[config.mk]
export PLATFORM = sky130hd
export DESIGN_NAME = pixel_readout_ctrl
export DESIGN_NICKNAME = d
export VERILOG_FILES = /design/src/rtl/pixel_readout_ctrl.sv
export SDC_FILE = /design/constraint.sdc
export NUM_CORES = 1
export LEC_CHECK = 0
export CAP_MARGIN = 20
export CORE_MARGIN = 2
export CORE_UTILIZATION = 45
export CTS_BUF_LIST = sky130_fd_sc_hd__clkbuf_4 sky130_fd_sc_hd__clkbuf_8
export DETAILED_ROUTE_END_ITERATION = 10
export PLACE_DENSITY = 0.78
export SLEW_MARGIN = 20
export SYNTH_ARGS = -nofsm -noshare
export SYNTH_HDL_FRONTEND = slang
export SYNTH_SLANG_ARGS = --single-unit
[constraint.sdc]
create_clock -name clk -period 2.1 [get_ports clk]
set_clock_uncertainty 0.2 [all_clocks]
set_input_delay 0.21 -clock clk [delete_from_list [all_inputs] [get_ports clk]]
set_output_delay 0.21 -clock clk [all_outputs]
set_load 0.01 [all_outputs]
[src/rtl/pixel_readout_ctrl.sv]
// pixel_readout_ctrl: ramp generation during CONVERT and sequential
// pixel-bus readout during READ, with a valid/ready output stream,
// frame-completion pulse and sticky read-window overrun flag.
module pixel_readout_ctrl #(
    parameter int N_PIX  = 4,
    parameter int DW     = 8,
    parameter int SETTLE = 1
) (
    input  logic                       clk,
    input  logic                       reset,
    input  logic                       expose,
    input  logic                       convert,
    input  logic                       read,
    input  logic [DW-1:0]              pix_data,
    input  logic                       out_ready,
    output logic                       ana_bias_en,
    output logic                       ramp_step,
    output logic [DW-1:0]              dac_code,
    output logic [N_PIX-1:0]           bus_sel,
    output logic                       out_valid,
    output logic [DW-1:0]              out_data,
    output logic [$clog2(N_PIX)-1:0]   out_idx,
    output logic                       frame_done,
    output logic                       overrun
);

    localparam int                 IW          = $clog2(N_PIX);
    localparam logic [IW-1:0]      LAST_IDX    = IW'(N_PIX - 1);
    localparam logic [3:0]         SETTLE_LAST = 4'(SETTLE - 1);
    localparam logic [N_PIX-1:0]   SEL_FIRST   = N_PIX'(1);

    typedef enum logic [2:0] {
        IDLE,
        SELECT,
        SAMPLE,
        OFFER,
        DONE
    } state_t;

    state_t        state, next_state;
    logic [IW-1:0] idx, idx_next;
    logic [3:0]    settle_cnt, settle_next;
    logic          abort;

    logic r_expose, r_convert, r_read;
    logic r_convert_d, r_read_d;
    logic conv_rise, read_rise, read_fall;

    // Register the phase strobes once, plus a delayed copy for edge detection
    always_ff @(posedge clk or posedge reset) begin
        if (reset) begin
            r_expose    <= 1'b0;
            r_convert   <= 1'b0;
            r_read      <= 1'b0;
            r_convert_d <= 1'b0;
            r_read_d    <= 1'b0;
        end else begin
            r_expose    <= expose;
            r_convert   <= convert;
            r_read      <= read;
            r_convert_d <= r_convert;
            r_read_d    <= r_read;
        end
    end

    assign conv_rise   = r_convert & ~r_convert_d;
    assign read_rise   = r_read & ~r_read_d;
    assign read_fall   = ~r_read & r_read_d;
    assign ana_bias_en = r_expose;

    // Ramp: clear on convert rise, then count up once per cycle until saturated
    always_ff @(posedge clk or posedge reset) begin
        if (reset) begin
            dac_code  <= '0;
            ramp_step <= 1'b0;
        end else if (conv_rise) begin
            dac_code  <= '0;
            ramp_step <= 1'b0;
        end else if (r_convert && (dac_code != '1)) begin
            dac_code  <= dac_code + 1'b1;
            ramp_step <= 1'b1;
        end else begin
            ramp_step <= 1'b0;
        end
    end

    // Readout state, pixel index and settle counter registers
    always_ff @(posedge clk or posedge reset) begin
        if (reset) begin
            state      <= IDLE;
            idx        <= '0;
            settle_cnt <= '0;
        end else begin
            state      <= next_state;
            idx        <= idx_next;
            settle_cnt <= settle_next;
        end
    end

    // Next-state logic and per-state outputs; a read-window close mid-frame aborts
    always_comb begin
        next_state  = state;
        idx_next    = idx;
        settle_next = '0;
        abort       = 1'b0;
        bus_sel     = '0;
        out_valid   = 1'b0;
        frame_done  = 1'b0;
        case (state)
            IDLE: begin
                if (read_rise) begin
                    idx_next   = '0;
                    next_state = SELECT;
                end
            end
            SELECT: begin
                bus_sel = SEL_FIRST << idx;
                if (settle_cnt == SETTLE_LAST) begin
                    next_state = SAMPLE;
                end else begin
                    settle_next = settle_cnt + 1'b1;
                end
            end
            SAMPLE: begin
                bus_sel    = SEL_FIRST << idx;
                next_state = OFFER;
            end
            OFFER: begin
                out_valid = 1'b1;
                if (out_ready) begin
                    if (idx == LAST_IDX) begin
                        next_state = DONE;
                    end else begin
                        idx_next   = idx + 1'b1;
                        next_state = SELECT;
                    end
                end
            end
            DONE: begin
                frame_done = 1'b1;
                next_state = IDLE;
            end
            default: next_state = IDLE;
        endcase
        // Abort wins over a same-cycle handshake: the frame is discarded
        if (read_fall && (state == SELECT || state == SAMPLE || state == OFFER)) begin
            abort       = 1'b1;
            next_state  = IDLE;
            idx_next    = idx;
            settle_next = '0;
        end
    end

    // Capture the selected pixel at the end of SAMPLE; held through OFFER
    always_ff @(posedge clk or posedge reset) begin
        if (reset) begin
            out_data <= '0;
            out_idx  <= '0;
        end else if (state == SAMPLE) begin
            out_data <= pix_data;
            out_idx  <= idx;
        end
    end

    // Sticky overrun flag, cleared only by reset
    always_ff @(posedge clk or posedge reset) begin
        if (reset) begin
            overrun <= 1'b0;
        end else if (abort) begin
            overrun <= 1'b1;
        end
    end

endmodule

After elaboration in Yosys (flattened, before gate mapping):

Index checks and enable logic that the tools add are counted.
Widths: inputs -> output; s select.

* bits in latches: 0
* bits in registers: 34
* memory bits (writable): 0
* memories: 0
* memory bits (read-only): 0

* reduce and logical (&&, ||, !) cells: 11
* equal/unequal tests: 12
* div/mod/pow operators: 0
* add/sub/neg operators: 3
* multiply operators: 0
* bitwise logic cells: 7
* mux-type cells: 21
* shifts and indexed selects: 1
* magnitude comparators: 0

Operators with widths (count)
* $mux 4: 4
* $mux 8: 2
* $mux 3: 5
* $pmux 3 s4: 1
* $add 8x1->8 const B: 1
* $ne 8x8->1 const B: 1
* $eq 3x2->1 const B: 2
* $mux 2: 3
* $ne 2x2->1 const B: 3
* $ne 3x2->1 const B: 2
* $mux 1: 5
* $reduce_and 5->1: 1
* $add 4x1->4 const B: 1
* $logic_not 4->1: 1
* $not 1->1: 4
* $pmux 2 s2: 1
* $reduce_bool 2->1: 2
* $shl 1x2->4 const A: 1
* $and 1x1->1: 3
* $eq 3x1->1 const B: 1
* $eq 3x3->1 const B: 1
* $logic_not 3->1: 1
* $ne 3x3->1 const B: 1
* $reduce_and 3->1: 1
* other kinds (5): 7

Logic depth before layout (Yosys ltp):

Gate-level depths: netlist of run 1.

* word-level depth: 6
* mapped depth: 6
* mapped depth without buffers: 6

Worst setup path before layout of run 1:

OpenSTA, ideal clock, no wires.

* path kind: register to register
* from: register state[0]
* to: register idx[0]
* period minus slack after synthesis: 1.665 ns
* data required time: 1.772 ns
* buffers on the path: 1
* slack: 0.435 ns
* cell stages (with the launch flop): 6
* arrival time: 1.338 ns
* path through: dfrtp_1 -> buf_6 -> nor2_4 -> maj3_2 -> nor3_4 -> mux2_1

* cells in the longest elaborated chain, start to end: 6
* elaborated cells on any way between the ends: 14
* classes of those cells: eq/ne: 6; mux: 1; bitwise: 1; reduce/logical: 6

RTL lines
* start: declaration: line 40 `state_t state, next_state;`
* start signal: assignment: line 94 `state <= next_state;`
* $eq 3x1->1 or $eq 3x2->1 (tied branches): line 146 `if (read_fall && (state == SELECT || state == SAMPLE || state == OFFER)) begin`
* $logic_or 1x1->1 (2 in series): line 146
* $logic_and 1x1->1: line 146
* $not 1->1 (no line)
* $reduce_and 5->1 (no line)
* end signal: assignment: line 95 `idx <= idx_next;`
* end: declaration: line 41 `logic [IW-1:0] idx, idx_next;`

Parallel ways exist; a longest one is shown, timed or not.
A chain may end at the register's enable or synchronous reset.

Worst setup path in the final report of run 1:

* from: register state[0]
* to: output bus_sel[0]

* cells in the longest elaborated chain, start to end: 3
* elaborated cells on any way between the ends: 4
* classes of those cells: eq/ne: 2; mux: 1; reduce/logical: 1

RTL lines
* $eq 3x1->1 or $eq 3x2->1 (tied branches): line 109 `case (state)`
* $reduce_or 2->1 (no line) *
* $mux 4 *
* end: declaration: line 19 `output logic [N_PIX-1:0] bus_sel,`

Mark *: on every way between the ends. The rest lies on a longest branch, timed or not.

==> impl_metrics.csv, run 1 <==
group,metric,value,unit
sta,tightest_slew,486,ps
outcome,status,"complete, no violations",
power_and_ir_drop,peakVddDrop,630,uV
worst_setup_path,cp_max_fo,5,
sta,fmax,0.495,GHz
global_routing,antenna_found_initial,0,
sta,relSlewSlack,0.676,
synth,dominantRegCellSynth,"dfrtp_1",
global_routing,grt_max_degree,35,
global_routing,grt_usage,0.182,
cells_and_area,final_util,0.654,
cells_and_area,drive_gt1_frac,0.200,
sta,setup_viol,0,
sta,layout_min_cycle_time,2020,ps
sta,rsz0062_at_grt,"false",
clock_network,root_buffer,"clkbuf_4",
placement,portBuffers,40,
cells_and_area,area_growth,37.8,%
floorplanning,core,3390,um2
clock_network,path_clk_slew,100,ps
power_and_ir_drop,power,2390,uW
drt,drt_wl_total,3410,um
power_and_ir_drop,power_leakage,0.000988,uW
clock_network,insertion_delay,320,ps
clock_network,cts_sinks,34,
clock_network,clock_path_buffers,2,
synth,synth_area,1610,um2
worst_setup_path,worstSetupPathType,"reg -> out",
floorplanning,rows,21,
global_routing,grt_pass1_wl,5820,um
clock_network,ctsHtreeMaxLevel,2,
sta,holdWs,66.9,ps
drt,drt-wirelength-per-cell,14.2,um
drt,drt.antenna.violating_nets,0,
drt,vias,1276,
min_path,hold_path.class,"in -> async",
worst_setup_path,cp.arrival,1610,ps
floorplanning,die_w,63.8,um
cells_and_area,num_antenna_cells,0,
synth,async_flop_share,1.00,
drt,drcViolationCount,0,
sta,min_period_over_period,0.962,
synth,ys_types,37,
floorplanning,die_area,4070,um2
sta,hold_violations,0,
floorplanning,start_util,0.474,
clock_network,postCtsHoldBufs,0,
clock_network,numCtsBuffers,5,
cells_and_area,layout_commonest_cell,"clkdlybuf4s50_1",
drt,viasPerCell,5.29,
drt,drt_iter0_markers,52,
worst_setup_path,cp.required,1690,ps
floorplanning,die_h,63.8,um
synth,yosysWarnings,0,
synth,avgSynthCellArea,11.2,um2
synth,synth-edff-count,0,
global_routing,first_global_vias,1296,
placement,gp_congestion,0.930,
sta,final_max_slew_viol_count,0,
drt,first_pass_iters,4,
run,cap_violations,0,
synth,synth_nets,164,
placement,dpl.hpwl,2410,um
synth,synth-seq-area-share,0.529,
floorplanning,io_pins,41,
power_and_ir_drop,p_per_area,1080,nW/um2
clock_network,tritoncts,"done",
cells_and_area,final_nets,216,
cells_and_area,final_cell_mix,"34 x clkdlybuf4s50_1, 32 x dfrtp_1, 11 x nand2_1",
worst_setup_path,cp-start-kind,"flip-flop",
worst_setup_path,end_kind,"output pin",
global_routing,grt_overflow_total,0,
worst_setup_path,r2r_slack,230,ps
synth,synth_seq_cells,34,
synth,syn_inst,143,
## worst max-delay path, cell delays in order, from the launching register on
cell           delay [ps]
dfrtp_2               450
buf_4                 150
xnor2_2               190
nor2_4                 50
and2_1                160
dlygate4sd2_1         280
## power breakdown
group / switching (uW) / internal (uW)
combinational: 442 / 573
clock: 199 / 277
sequential: 106 / 797
## cells in the mapped netlist (2+ instances only)
cell type	n	area share
a21oi_1	6	0.019
a31oi_1	3	0.012
and2_1	6	0.023
clkbuf_1	2	0.0047
dfrtp_1	34	0.53
ha_1	7	0.054
inv_1	9	0.021
mux2_2	10	0.070
mux2i_1	2	0.012
nand2_1	11	0.026
nand2b_1	3	0.012
nand3_1	5	0.016
nand4_1	2	0.0078
nor2_1	7	0.016
nor2b_1	3	0.012
nor3_1	7	0.022
nor3_4	2	0.020
o21ai_0	3	0.0093
or2_2	2	0.0078
xnor2_1	2	0.011
## repair_timing
item                       in CTS  in global routing
buffers inserted                6                  1
gates resized for setup         9                  4
setup endpoints to repair       6                  2
## per-layer routing
layer | vias to the layer above | GRT usage | routed length (um)
li1 | 599 | - | -
met1 | 621 | 0.219 | 1400
met2 | 47 | 0.325 | 1810
met3 | 9 | 0.0317 | 136
met4 | 0 | 0.0707 | 66
met5 | - | 0 | 0
## cell families after synthesis
kind of cell,after synthesis,share of synthesized area
xor+xnor,3,0.0163
buf+inv,14,0.0405
simple gates,52,0.182
mux,13,0.0895
flops,34,0.529
fa+ha+maj,8,0.0615
compound gates,19,0.0809
## path summary, 6_finish.rpt
path | start | end | cells past startpoint
max in group asynchronous | reset | state[0] | 3
min reg2reg | r_read | r_read_d | 0
max reg2reg | idx[0] | idx[0] | 5
min | reset | dac_code[3] | 3
max | state[0] | bus_sel[0] | 5
min in group clk | convert | r_convert | 1
## area by class of cell
type,instances,area (um2)
timing repair buffer,50,475
clock buffer,6,51.3
sequential,34,853
fill,257,1170
multi-input combinational,95,714
inverter,9,33.8
tap,46,57.6
clock inverter,1,30.0
## flip-flops by register name (all words and copies together), names as in the netlist
register and count:
r_read_d 1, state 3, out_data 8, out_idx 2, ana_bias_en 1, settle_cnt 4, dac_code 8, idx 2
r_read 1, r_convert 1, overrun 1, ramp_step 1, r_convert_d 1
## through the flow
| step | TNS [ps] | cell area (um2) | std cells | worst slack (ps) |
|---|---|---|---|---|
| 6_report | 0 | 2220 | 241 | 79.5 |
| 5_1_grt | 0 | 2220 | 241 | 16.1 |
| 4_1_cts | -52.3 | 2190 | 240 | -36.6 |
| 3_5_place_dp | 0 | 2060 | 227 | 83.3 |
| 3_3_place_gp | 0 | 2060 | 227 | 165 |
| 2_1_floorplan | 0 | 1610 | 143 | 435 |
Power figures use the tool's default switching activity.
==> run 2, diff against run 1 <==
--- a/config.mk
+++ b/config.mk
@@ -8,8 +8,8 @@
 export CAP_MARGIN = 20
 export CORE_MARGIN = 2
 export CORE_UTILIZATION = 45
-export CTS_BUF_LIST = sky130_fd_sc_hd__clkbuf_4 sky130_fd_sc_hd__clkbuf_8
 export DETAILED_ROUTE_END_ITERATION = 10
+export GPL_TIMING_DRIVEN = 0
 export PLACE_DENSITY = 0.78
 export SLEW_MARGIN = 20
 export SYNTH_ARGS = -nofsm -noshare
==> impl_metrics.csv, run 2 (same netlist as run 1, synthesis figures left out) <==
group,metric,value,unit
power_and_ir_drop,peakVddDrop,553,uV
cells_and_area,fill_cells,281,
sta,hold_violations,0,
global_routing,grt_usage,0.176,
drt,viasPerCell,5.20,
floorplanning,core,3390,um2
worst_setup_path,rr_endpoint,"out_data[2]",
global_routing,grt_pass1_wl,5500,um
clock_network,ctsHtreeMaxLevel,2,
worst_setup_path,cp.required,1690,ps
drt,drt-wirelength-per-cell,13.7,um
drt,drt_wl_total,3260,um
sta,rsz0062_at_grt,"false",
power_and_ir_drop,p_per_area,1070,nW/um2
clock_network,postCtsHoldBufs,0,
placement,gp_congestion,0.812,
global_routing,antenna_found_initial,0,
placement,dp.cells,229,
clock_network,cts_sinks,34,
floorplanning,rows,21,
worst_setup_path,worstSetupPathType,"reg -> out",
sta,min_period_over_period,0.958,
sta,finalSetupTns,0,ps
cells_and_area,drive_gt1_frac,0.161,
worst_setup_path,cp.arrival,1600,ps
cells_and_area,final_nets,212,
placement,portBuffers,40,
floorplanning,die_area,4070,um2
sta,final_max_slew_viol_count,0,
global_routing,grt_max_degree,35,
clock_network,path_clk_slew,100,ps
drt,first_pass_iters,4,
drt,drt_iter0_markers,31,
clock_network,tritoncts,"done",
worst_setup_path,cp-endpoint,"bus_sel[3]",
clock_network,insertion_delay,330,ps
sta,setup_viol,0,
cells_and_area,stdcell_count,238,
sta,fmax,0.497,GHz
worst_setup_path,r2r-start,"state[1]",
cells_and_area,final_cell_mix,"34 x dfrtp_1, 34 x clkdlybuf4s50_1, 11 x nand2_1",
drt,drcViolationCount,0,
cells_and_area,final_cell_area,2160,um2
cells_and_area,final_util,0.637,
worst_setup_path,crit_start,"state[0]",
floorplanning,io_pins,41,
clock_network,root_buffer,"clkbuf_4",
global_routing,grt_overflow_total,0,
sta,layout_min_cycle_time,2010,ps
cells_and_area,top_regs,"dac_code (8), out_data (8), settle_cnt (4)",
worst_setup_path,cp_max_fo,8,
placement,dpl-instance-area,2070,um2
drt,vias,1238,
floorplanning,die_h,63.8,um
run,cap_violations,0,
worst_setup_path,end_kind,"output pin",
global_routing,first_global_vias,1265,
clock_network,numCtsBuffers,5,
sta,relSlewSlack,0.540,
sta,tightest_slew,690,ps
floorplanning,start_util,0.474,
cells_and_area,regArea,851,um2
floorplanning,die_w,63.8,um
power_and_ir_drop,power_leakage,0.000935,uW
cells_and_area,multiInputGateArea,707,um2
worst_setup_path,r2r_cells,4,
worst_setup_path,cp-start-kind,"flip-flop",
worst_setup_path,r2r_slack,320,ps
cells_and_area,num_antenna_cells,0,
cells_and_area,area_growth,34.2,%
drt,drt.antenna.violating_nets,0,
clock_network,clock_path_buffers,2,
outcome,status,"complete, no violations",
min_path,hold_path.class,"in -> async",
placement,dpl.hpwl,2420,um
run 2: cell types whose count changed in the layout (fill, tap and decap cells not counted), moves of 2 or more:
cell             before  now
buf_4                10    2
clkbuf_1              0    4
clkdlybuf4s15_1       0    2
dfrtp_1              32   34
dfrtp_2               2    0
dlygate4sd2_1         4    2
run 2: area by class of cell:
| class | count | share of cell area |
|---|---|---|
| timing repair buffer | 41 | 0.187 |
| multi-input combinational | 95 | 0.328 |
| clock buffer | 7 | 0.0209 |
| buffer | 5 | 0.0145 |
| clock inverter | 1 | 0.0139 |
| inverter | 9 | 0.0157 |
| sequential | 34 | 0.394 |
| tap | 46 | 0.0267 |
run 2: worst min path at each step:
stage / cells after the start / to / start
2_1_floorplan: 0 / ana_bias_en / expose
3_3_place_gp: 0 / r_read_d / r_read
3_5_place_dp: 0 / r_read_d / r_read
4_1_cts: 2 / out_data[4] / reset
5_1_grt: 1 / ana_bias_en / expose
6_report: 2 / dac_code[5] / reset
run 2: power breakdown:
group | internal, uW | total (uW) | switching, uW
sequential | 793 | 874 | 81.6
clock | 253 | 464 | 211
combinational | 540 | 971 | 431
run 2: metal layers:
| layer | wire length, um | part of all wire | vias up | track usage |
|---|---|---|---|---|
| met1 | 1280 | 0.39 | 606 | 0.182 |
| met2 | 1780 | 0.55 | 35 | 0.330 |
| li1 | - | - | 591 | - |
| met4 | 48 | 0.015 | 0 | 0.0652 |
| met3 | 152 | 0.047 | 6 | 0.0546 |
| met5 | 0 | 0 | - | 0 |
run 2: metrics by stage:
step           hold WS (ps)  setup slack (ps)  power, uW
4_1_cts                96.0              3.93       2310
5_1_grt                99.6              2.57       2450
3_5_place_dp            164               158       1840
2_1_floorplan          41.4               435       1430
6_report               96.4              87.9       2310
3_3_place_gp            164               177       1800
run 2: what timing repair did:
item	in CTS	in global routing
endpoints found under the setup margin	5	4
resized for setup	7	6
setup buffers	1	0
run 2: critical path: stages (launching register included):
cell             delay, ps
dfrtp_1                390
buf_6                  150
xnor2_2                130
nor2_1                 120
buf_4                  130
and2_1                 120
clkdlybuf4s15_1        230
